### src/rtl/ram_port_arbiter.sv
`timescale 1ns/1ps
// Shares the single-port program RAM between the boot loader (B) and the core (C):
// one registered RAM command per ce cycle, C > B with a starvation guard, B-only in boot mode.
module ram_port_arbiter #(
  parameter int ADDR_W   = 6,
  parameter int DATA_W   = 16,
  parameter int RD_LAT   = 1,
  parameter int MAX_HOLD = 8
) (
  input  logic              clk,
  input  logic              rst,
  input  logic              ce,
  input  logic              boot,
  input  logic              b_req,
  input  logic              b_rw,
  input  logic [ADDR_W-1:0] b_adr,
  input  logic [DATA_W-1:0] b_wdata,
  output logic              b_gnt,
  output logic              b_rvalid,
  input  logic              c_req,
  input  logic              c_rw,
  input  logic [ADDR_W-1:0] c_adr,
  input  logic [DATA_W-1:0] c_wdata,
  output logic              c_gnt,
  output logic              c_rvalid,
  output logic [DATA_W-1:0] rdata,
  output logic              ram_enable,
  output logic              ram_rw,
  output logic [ADDR_W-1:0] ram_adr,
  output logic [DATA_W-1:0] ram_in,
  input  logic [DATA_W-1:0] ram_out
);

  typedef enum logic [1:0] {
    IDLE     = 2'd0,
    ACCESS_B = 2'd1,
    ACCESS_C = 2'd2
  } state_t;

  localparam logic [7:0] HOLD_MAX = 8'(MAX_HOLD);

  state_t              r_state;
  state_t              w_next;
  logic                w_guard;
  logic                w_rd_tag;
  logic [7:0]          r_hold_cnt;
  logic [RD_LAT-1:0]   r_tag_vld;
  logic [RD_LAT-1:0]   r_tag_c;
  logic                r_b_rvalid;
  logic                r_c_rvalid;
  logic                r_ram_rw;
  logic [ADDR_W-1:0]   r_ram_adr;
  logic [DATA_W-1:0]   r_ram_in;

  // B overrides C once C has been granted MAX_HOLD times in a row while B waited
  always_comb begin
    w_guard  = b_req && (r_hold_cnt == HOLD_MAX);
    w_next   = IDLE;
    if (boot) begin
      if (b_req) w_next = ACCESS_B;
    end else if (c_req && !w_guard) begin
      w_next = ACCESS_C;
    end else if (b_req) begin
      w_next = ACCESS_B;
    end
    w_rd_tag = ((w_next == ACCESS_B) && !b_rw) || ((w_next == ACCESS_C) && !c_rw);
  end

  always_ff @(posedge clk or negedge rst) begin
    if (!rst) begin
      r_state    <= IDLE;
      r_hold_cnt <= '0;
      r_tag_vld  <= '0;
      r_tag_c    <= '0;
      r_b_rvalid <= 1'b0;
      r_c_rvalid <= 1'b0;
      r_ram_rw   <= 1'b0;
      r_ram_adr  <= '0;
      r_ram_in   <= '0;
    end else if (ce) begin
      r_state <= w_next;
      case (w_next)
        ACCESS_B: begin
          r_ram_rw  <= b_rw;
          r_ram_adr <= b_adr;
          r_ram_in  <= b_wdata;
        end
        ACCESS_C: begin
          r_ram_rw  <= c_rw;
          r_ram_adr <= c_adr;
          r_ram_in  <= c_wdata;
        end
        default: ;
      endcase

      if ((w_next == ACCESS_B) || !b_req) begin
        r_hold_cnt <= '0;
      end else if ((w_next == ACCESS_C) && (r_hold_cnt != HOLD_MAX)) begin
        r_hold_cnt <= r_hold_cnt + 8'd1;
      end

      // Read tags ride alongside the RAM pipeline so each strobe returns to its issuer
      r_tag_vld[0] <= w_rd_tag;
      r_tag_c[0]   <= (w_next == ACCESS_C);
      for (int i = 1; i < RD_LAT; i++) begin
        r_tag_vld[i] <= r_tag_vld[i-1];
        r_tag_c[i]   <= r_tag_c[i-1];
      end
      r_b_rvalid <= r_tag_vld[RD_LAT-1] && !r_tag_c[RD_LAT-1];
      r_c_rvalid <= r_tag_vld[RD_LAT-1] &&  r_tag_c[RD_LAT-1];
    end
  end

  assign b_gnt      = (r_state == ACCESS_B);
  assign c_gnt      = (r_state == ACCESS_C);
  assign ram_enable = (r_state != IDLE);
  assign ram_rw     = r_ram_rw;
  assign ram_adr    = r_ram_adr;
  assign ram_in     = r_ram_in;
  assign b_rvalid   = r_b_rvalid;
  assign c_rvalid   = r_c_rvalid;
  assign rdata      = ram_out;

endmodule
### config.mk
export PLATFORM = sky130hd
export DESIGN_NAME = ram_port_arbiter
export DESIGN_NICKNAME = d
export VERILOG_FILES = /design/src/rtl/ram_port_arbiter.sv
export SDC_FILE = /design/constraint.sdc
export NUM_CORES = 1
export LEC_CHECK = 0
export BUFFER_PORTS_ARGS = -buffer_cell sky130_fd_sc_hd__buf_4
export CORE_ASPECT_RATIO = 1.1
export CORE_UTILIZATION = 44
export CTS_CLUSTER_DIAMETER = 50
export CTS_CLUSTER_SIZE = 10
export DETAILED_ROUTE_END_ITERATION = 10
export PLACE_DENSITY = 0.83
export SETUP_SLACK_MARGIN = 0.5
export SKIP_CTS_REPAIR_TIMING = 1
export SLEW_MARGIN = 25
export SYNTH_ARGS = -nofsm -noshare
export SYNTH_HDL_FRONTEND = slang
export SYNTH_SLANG_ARGS = --single-unit
export TNS_END_PERCENT = 5
### constraint.sdc
create_clock -name clk -period 3.3 [get_ports clk]
set_clock_uncertainty 0.2 [all_clocks]
set_input_delay 0.495 -clock clk [delete_from_list [all_inputs] [get_ports clk]]
set_output_delay 0.495 -clock clk [all_outputs]
set_load 0.005 [all_outputs]
-- Word-level counts from Yosys, hierarchy flattened
Index checks and enable logic that the tools add are counted.
- $add $sub $neg: 1
- equal/unequal tests: 6
- multiplexer cells: 8
- reductions and logical operators: 19
- operators by type and width (kind ; count):
    $pmux W16 S2 ; 1
    $mux W8 ; 2
    $pmux W6 S2 ; 1
    $add A8 B1 Y8 const B ; 1
    $eq A8 B4 Y1 const B ; 1
    $ne A8 B4 Y1 const B ; 1
    $logic_and A1 B1 Y1 ; 7
    $reduce_bool A2 Y1 ; 3
    $logic_not A1 Y1 ; 5
    $eq A2 B1 Y1 const B ; 2
    $eq A2 B2 Y1 const B ; 2
    $mux W2 ; 2
    $reduce_and A2 Y1 ; 2
    $logic_or A1 B1 Y1 ; 2
    $pmux W1 S2 ; 1
    $mux W1 ; 1
- bits in registers: 37
- bits of input ports: 68
- output and inout port bits: 44
- logic and storage cells: 43

-- Longest topological paths before layout
- word-level depth: 10
- mapped depth: 11
- depth with buffers taken out: 9

-- Worst setup path after synthesis
No wires, ideal clock.
- path type: register -> register
- start point: register r_hold_cnt[0]
- end point: register r_ram_adr[0] (netlist: ram_adr[0])
- setup time: 0.134 ns
- arrival time: 2.082 ns
- data required time: 2.966 ns
- setup slack: 0.884 ns
- cell stages (with the launch flop): 11
- buffers on the path: 2
- clock period less this slack: 2.416 ns
- path through: dfrtp_1 > inv_1 > ha_1 > and4bb_2 > a21oi_1 > nand2b_1 > ha_1 > buf_2 > buf_2 > mux2i_1 > o21ai_0
- word-level cells in the longest chain between the ends: 9
- elaborated cells on any way between the ends: 11
- classes of those cells: eq/ne (3); mux (3); reduce/logical (5)
- RTL lines (what ; RTL line ; source):
    start: declaration ; 46 ; logic [7:0] r_hold_cnt;
    start signal: assignment ; 99 ; r_hold_cnt <= r_hold_cnt + 8'd1;
    $eq A8 B4 Y1 * ; 57 ; w_guard = b_req && (r_hold_cnt == HOLD_MAX);
    $logic_and A1 B1 Y1 * ; 57 ;
    $logic_not A1 Y1 * ; 61 ; end else if (c_req && !w_guard) begin
    $logic_and A1 B1 Y1 * ; 61 ;
    $mux W2 * ; 61 ;
    $mux W2 * ; 59 ; if (boot) begin
    $eq A2 B2 Y1 or $eq A2 B1 Y1 (tied branches) ; 82 ; case (w_next)
    $reduce_bool A2 Y1 (no line) ; -- ;
    $reduce_and A2 Y1 (no line) ; -- ;
    end signal: assignment ; 85 ; r_ram_adr <= b_adr;
    end signal: assignment ; 90 ; r_ram_adr <= c_adr;
    end: declaration ; 52 ; logic [ADDR_W-1:0] r_ram_adr;
Mark *: on every way between the ends. The rest lies on a longest branch, timed or not.
A chain may end at the register's enable or synchronous reset.

-- Final worst setup path
- start point: register r_hold_cnt[0]
- end point: register r_hold_cnt[4]
- word-level cells in the longest chain between the ends: 10
- elaborated cells on any way between the ends: 16
- classes of those cells: add/sub (1); eq/ne (4); mux (4); reduce/logical (7)
- RTL lines (what ; RTL line):
    $eq A8 B4 Y1 ; 57
    $logic_and A1 B1 Y1 ; 57
    $logic_not A1 Y1 ; 61
    $logic_and A1 B1 Y1 ; 61
    $mux W2 ; 61
    $mux W2 ; 59
    $eq A2 B1 Y1 or $eq A2 B2 Y1 (tied branches) ; 96, 98
    $logic_or A1 B1 Y1 or $logic_and A1 B1 Y1 (tied branches) ; 96, 98
    $reduce_bool A2 Y1 (no line) ; --
    $reduce_and A2 Y1 (no line) ; --
Parallel ways exist; a longest one is shown, timed or not. The select of a mux whose other input is x is not followed.

==> impl_summary.md <==
Status
The flow ran to the end, and the final reports show no timing, DRC or antenna violations.

Floorplanning
The vertical extent of the die is 71.9 um. The initial core utilization is 0.456. In this run the count of I/O pins placed on the die edge is 112.

The total die area is 0.00471 sq mm. The count of standard-cell rows is 25. Measured along the x axis, the die boundary spans 65.5 um. After floorplanning, the core was sized to cover roughly 0.0043 sq mm.

Global route
The initial antenna violation count was 0. The overall overflow remaining after global route is 0. The total global routing track utilization is 0.182. The largest net degree at the start of global routing is 47. The wire length of the first global-routing pass is 6600 um. The via count of the first global-routing pass was between 1.5k and 2k.

Worst setup path
Among cell families on the critical path, the largest total delay comes from simple AND/OR/NAND/NOR gates. The setup check on the worst reg-to-reg path leaves a slack of approximately 0.67 ns. Counting both buffers and inverters, the worst setup path holds a total of 2. STA puts the critical path data arrival time at about 2.6 ns.

The signal on the critical path passes through inv_1 > ha_1 > and4bb_2 > a21oi_1 > nand2b_1 > ha_1 > buf_4 > nand4_1 > or3_1 > a21oi_1. By startpoint and endpoint, the worst setup path is classified as reg -> reg. The nature of the critical path startpoint is a flop. The master of the slowest instance on the critical path is dfrtp_2.

The endpoint kind of the worst setup timing path is a flop. The worst endpoint required time is roughly 3.3 ns. The largest single stage delay on the critical path is 0.41 ns. In this run the worst path has a maximum fanout of 9.

Placed design
During placement, the flow inserted port buffers numbering between 70 and 80. Counting tap cells, the placed design contains a total of approximately 310 instances. Prior to clock tree synthesis, the placed netlist has a worst setup slack of 0.594 ns.

The placed cell area is 0.00248 sq mm. The placed wire-length estimate is 3070 um. The congestion estimate from routability-driven global placement came to approximately 0.76.

Clock tree
The clock edge transition at the registers on the reported setup and hold paths is approximately 0.07 ns. The number of buffers created by CTS is 5. The number of sinks on the clock net is 37. In this run the deepest clock path goes through 2 buffers. TritonCTS built the clock tree.

The number of levels the H-tree was split into is 2. The clock latency on the worst-skew pair is between 0.2 and 0.3 ns. The cell sitting at the root of the clock tree is a clkbuf_8.

Job
The tool flagged a number of max-cap violations equal to 0.

Route
The routed length per placed instance is 12.5 um. The number of design-rule violations left by the first detailed-router iteration is 37. In this run the remaining antenna-violating nets after routing total 0.

The per-cell via count in the routed design is 5.16. The number of detailed-route iterations in the first pass is 4. The via count is 1655. The routed design has 4000 um of wire.

The total DRC errors in the routed layout is 0.

Timing
The final period utilization is 0.797. Setup violations remaining at the end of the flow were counted as 0. Setup repair after global routing left no endpoint under its margin. For the pin with the worst max-slew slack, the measured transition is 0.618 ns.

The hold violation count in the final report is 0. The worst slew margin relative to its limit is 0.585. The number of slew-limit violations in the final report is 0.

Counting I/O delays and the setup requirement, the final critical path takes 2.63 ns. Summed over all failing endpoints, the final setup total negative slack is 0 ns. Across all setup checks in the final design, the least slack found is between 0.6 and 0.7 ns. Based on the critical path, the design can be clocked at up to 0.380 GHz.

Logic synthesis
Ranked by total cell area, the synthesized netlist is headed by dfrtp_1 47%, mux2i_1 12%, o21ai_0 7.4%. The synthesized area per cell is 9.72 sq um. The number of instances in the synthesized netlist is 201. The most frequent cell after synthesis is dfrtp_1. By count the netlist is led by 37 x dfrtp_1, 29 x o21ai_0, 28 x nand2_1.

The combined area of all synthesized cells is approximately 0.0020 sq mm. The number of distinct library cell variants in the gate-level netlist after synthesis is 29. The portion of synthesized area spent on multiplexers is 0.129.

The adder-cell share of the synthesized area is 0.0256. The share of synthesized flip-flops with an asynchronous set or reset is 1.00. For this run, the number of Yosys warnings is 0.

The biggest area contributor in the post-synthesis netlist is dfrtp_1. The fraction of the yosys area taken by sequential cells is 0.474. The area fraction in and, or, nand and nor cells after synthesis is 0.142. The synthesized flop and latch total is 37.

The largest family of logic cells by synthesized area is simple AND/OR/NAND/NOR gates. Of the post-synthesis cell area, the dominant cell type holds 0.474. The compound-gate portion of the synthesized area is 0.133. Synthesis produced a netlist with a net count of about 270. The most used flip-flop cell after synthesis is dfrtp_1.

Of the total synthesized cell area, the portion taken by XOR and XNOR cells is 0. Yosys mapped a number of flops with a built-in enable equal to 0.

Finish
The area growth from synthesis to layout is 32.2%. The repair_antennas step left the layout with diodes totalling 0. With fillers left out, the area of the finished cells amounts to 0.00258 sq mm. The final cell count without fillers is 321. For this run, the share of the core covered by cells in the final layout is 0.602.

The filler cells instantiated in the layout total 379. The fraction of layout instances using a drive strength above 1 is 0.360. The net count reported at finish is between 300 and 400.

Power
The ratio of total power to cell area is between 400 and 500 mW/mm^2. The worst IR drop on VDD is 0.263 mV. The standby leakage power is 1.22 nW.

Hold path
The min-delay analysis places its worst path in the category reg -> reg.
-- power by group --
| group | internal, mW | total [mW] | leakage, nW | switching [mW] |
|---|---|---|---|---|
| logic | 0.162 | 0.273 | 0.706 | 0.110 |
| registers | 0.520 | 0.557 | 0.472 | 0.0376 |
| clock network | 0.146 | 0.298 | 0.0450 | 0.152 |
| total | 0.828 | 1.13 | 1.22 | 0.300 |
-- flip-flops by register name, summed over array words and instances, names as in the netlist --
register / count
ram_in: 16
r_hold_cnt: 8
ram_adr: 6
r_state: 2
b_rvalid: 1
c_rvalid: 1
r_tag_c: 1
r_tag_vld: 1
ram_rw: 1
-- per-stage QoR --
| step | hold slack, ns | power [mW] |
|---|---|---|
| global route | 0.306 | 1.19 |
| global placement | 0.262 | 0.834 |
| floorplan | -0.000591 | 0.675 |
| finish | 0.281 | 1.13 |
| detailed placement | 0.272 | 0.842 |
| CTS | -0.0274 | 1.14 |
-- per-layer routing --
metal  GRT usage  up-vias  part of all wire
met5           0        -                 0
met3      0.0430        5             0.071
met2       0.315       68              0.50
met4      0.0773        0             0.013
li1            -      807                 -
met1       0.212      775              0.41
-- final cells by class --
| cell class | instances | area (sq um) | share of cell area |
|---|---|---|---|
| sequential | 37 | 927 | 0.359 |
| multi-input combinational | 131 | 845 | 0.327 |
| timing repair buffer | 83 | 629 | 0.244 |
| clock buffer | 6 | 72.6 | 0.0281 |
| tap | 54 | 67.6 | 0.0262 |
| inverter | 8 | 30.0 | 0.0116 |
| clock inverter | 2 | 10.0 | 0.00388 |
-- cells by family after synthesis --
kind of cell             count (synthesis)
AO/OA/AOI/OAI                           47
adder cells (fa/ha/maj)                  4
buffers and inverters                   33
flip-flops                              37
multiplexers                            25
AND/OR/NAND/NOR                         55
-- cells in the final DEF (no fill, tap or decap), drive strengths merged --
cell type	n
a211o	1
a211oi	1
a21o	1
a21oi	9
a31o	1
a31oi	2
and4bb	1
buf	82
clkbuf	6
clkinv	2
dfrtp	37
dlygate4sd3	1
ha	4
inv	8
mux2	1
mux2i	24
nand2	28
nand2b	5
nand3	4
nand4	3
nor2	2
nor2b	5
nor3	1
o21ai	29
o2bb2ai	1
o31ai	2
or2	1
or3	3
or4	2
-- worst paths after layout --
path	depth (start not counted)	endpoint	start
worst min-delay path	2	ram_in[10]	ram_in[10]
worst min register to register	2	ram_in[10]	ram_in[10]
min in group asynchronous	2	ram_in[1]	rst
worst max-delay path	10	r_hold_cnt[4]	r_hold_cnt[0]
worst max register to register	10	r_hold_cnt[4]	r_hold_cnt[0]
max in group asynchronous	2	r_hold_cnt[0]	rst
-- worst reg2reg max path: cells and delay by family (launching register included) --
| family | cells | cell delay (ns) |
|---|---|---|
| buf+inv | 2 | 0.29 |
| fa+ha+maj | 2 | 0.42 |
| flops | 1 | 0.41 |
| compound gates | 2 | 0.35 |
| simple gates | 4 | 0.88 |
Power figures use the tool's default switching activity.
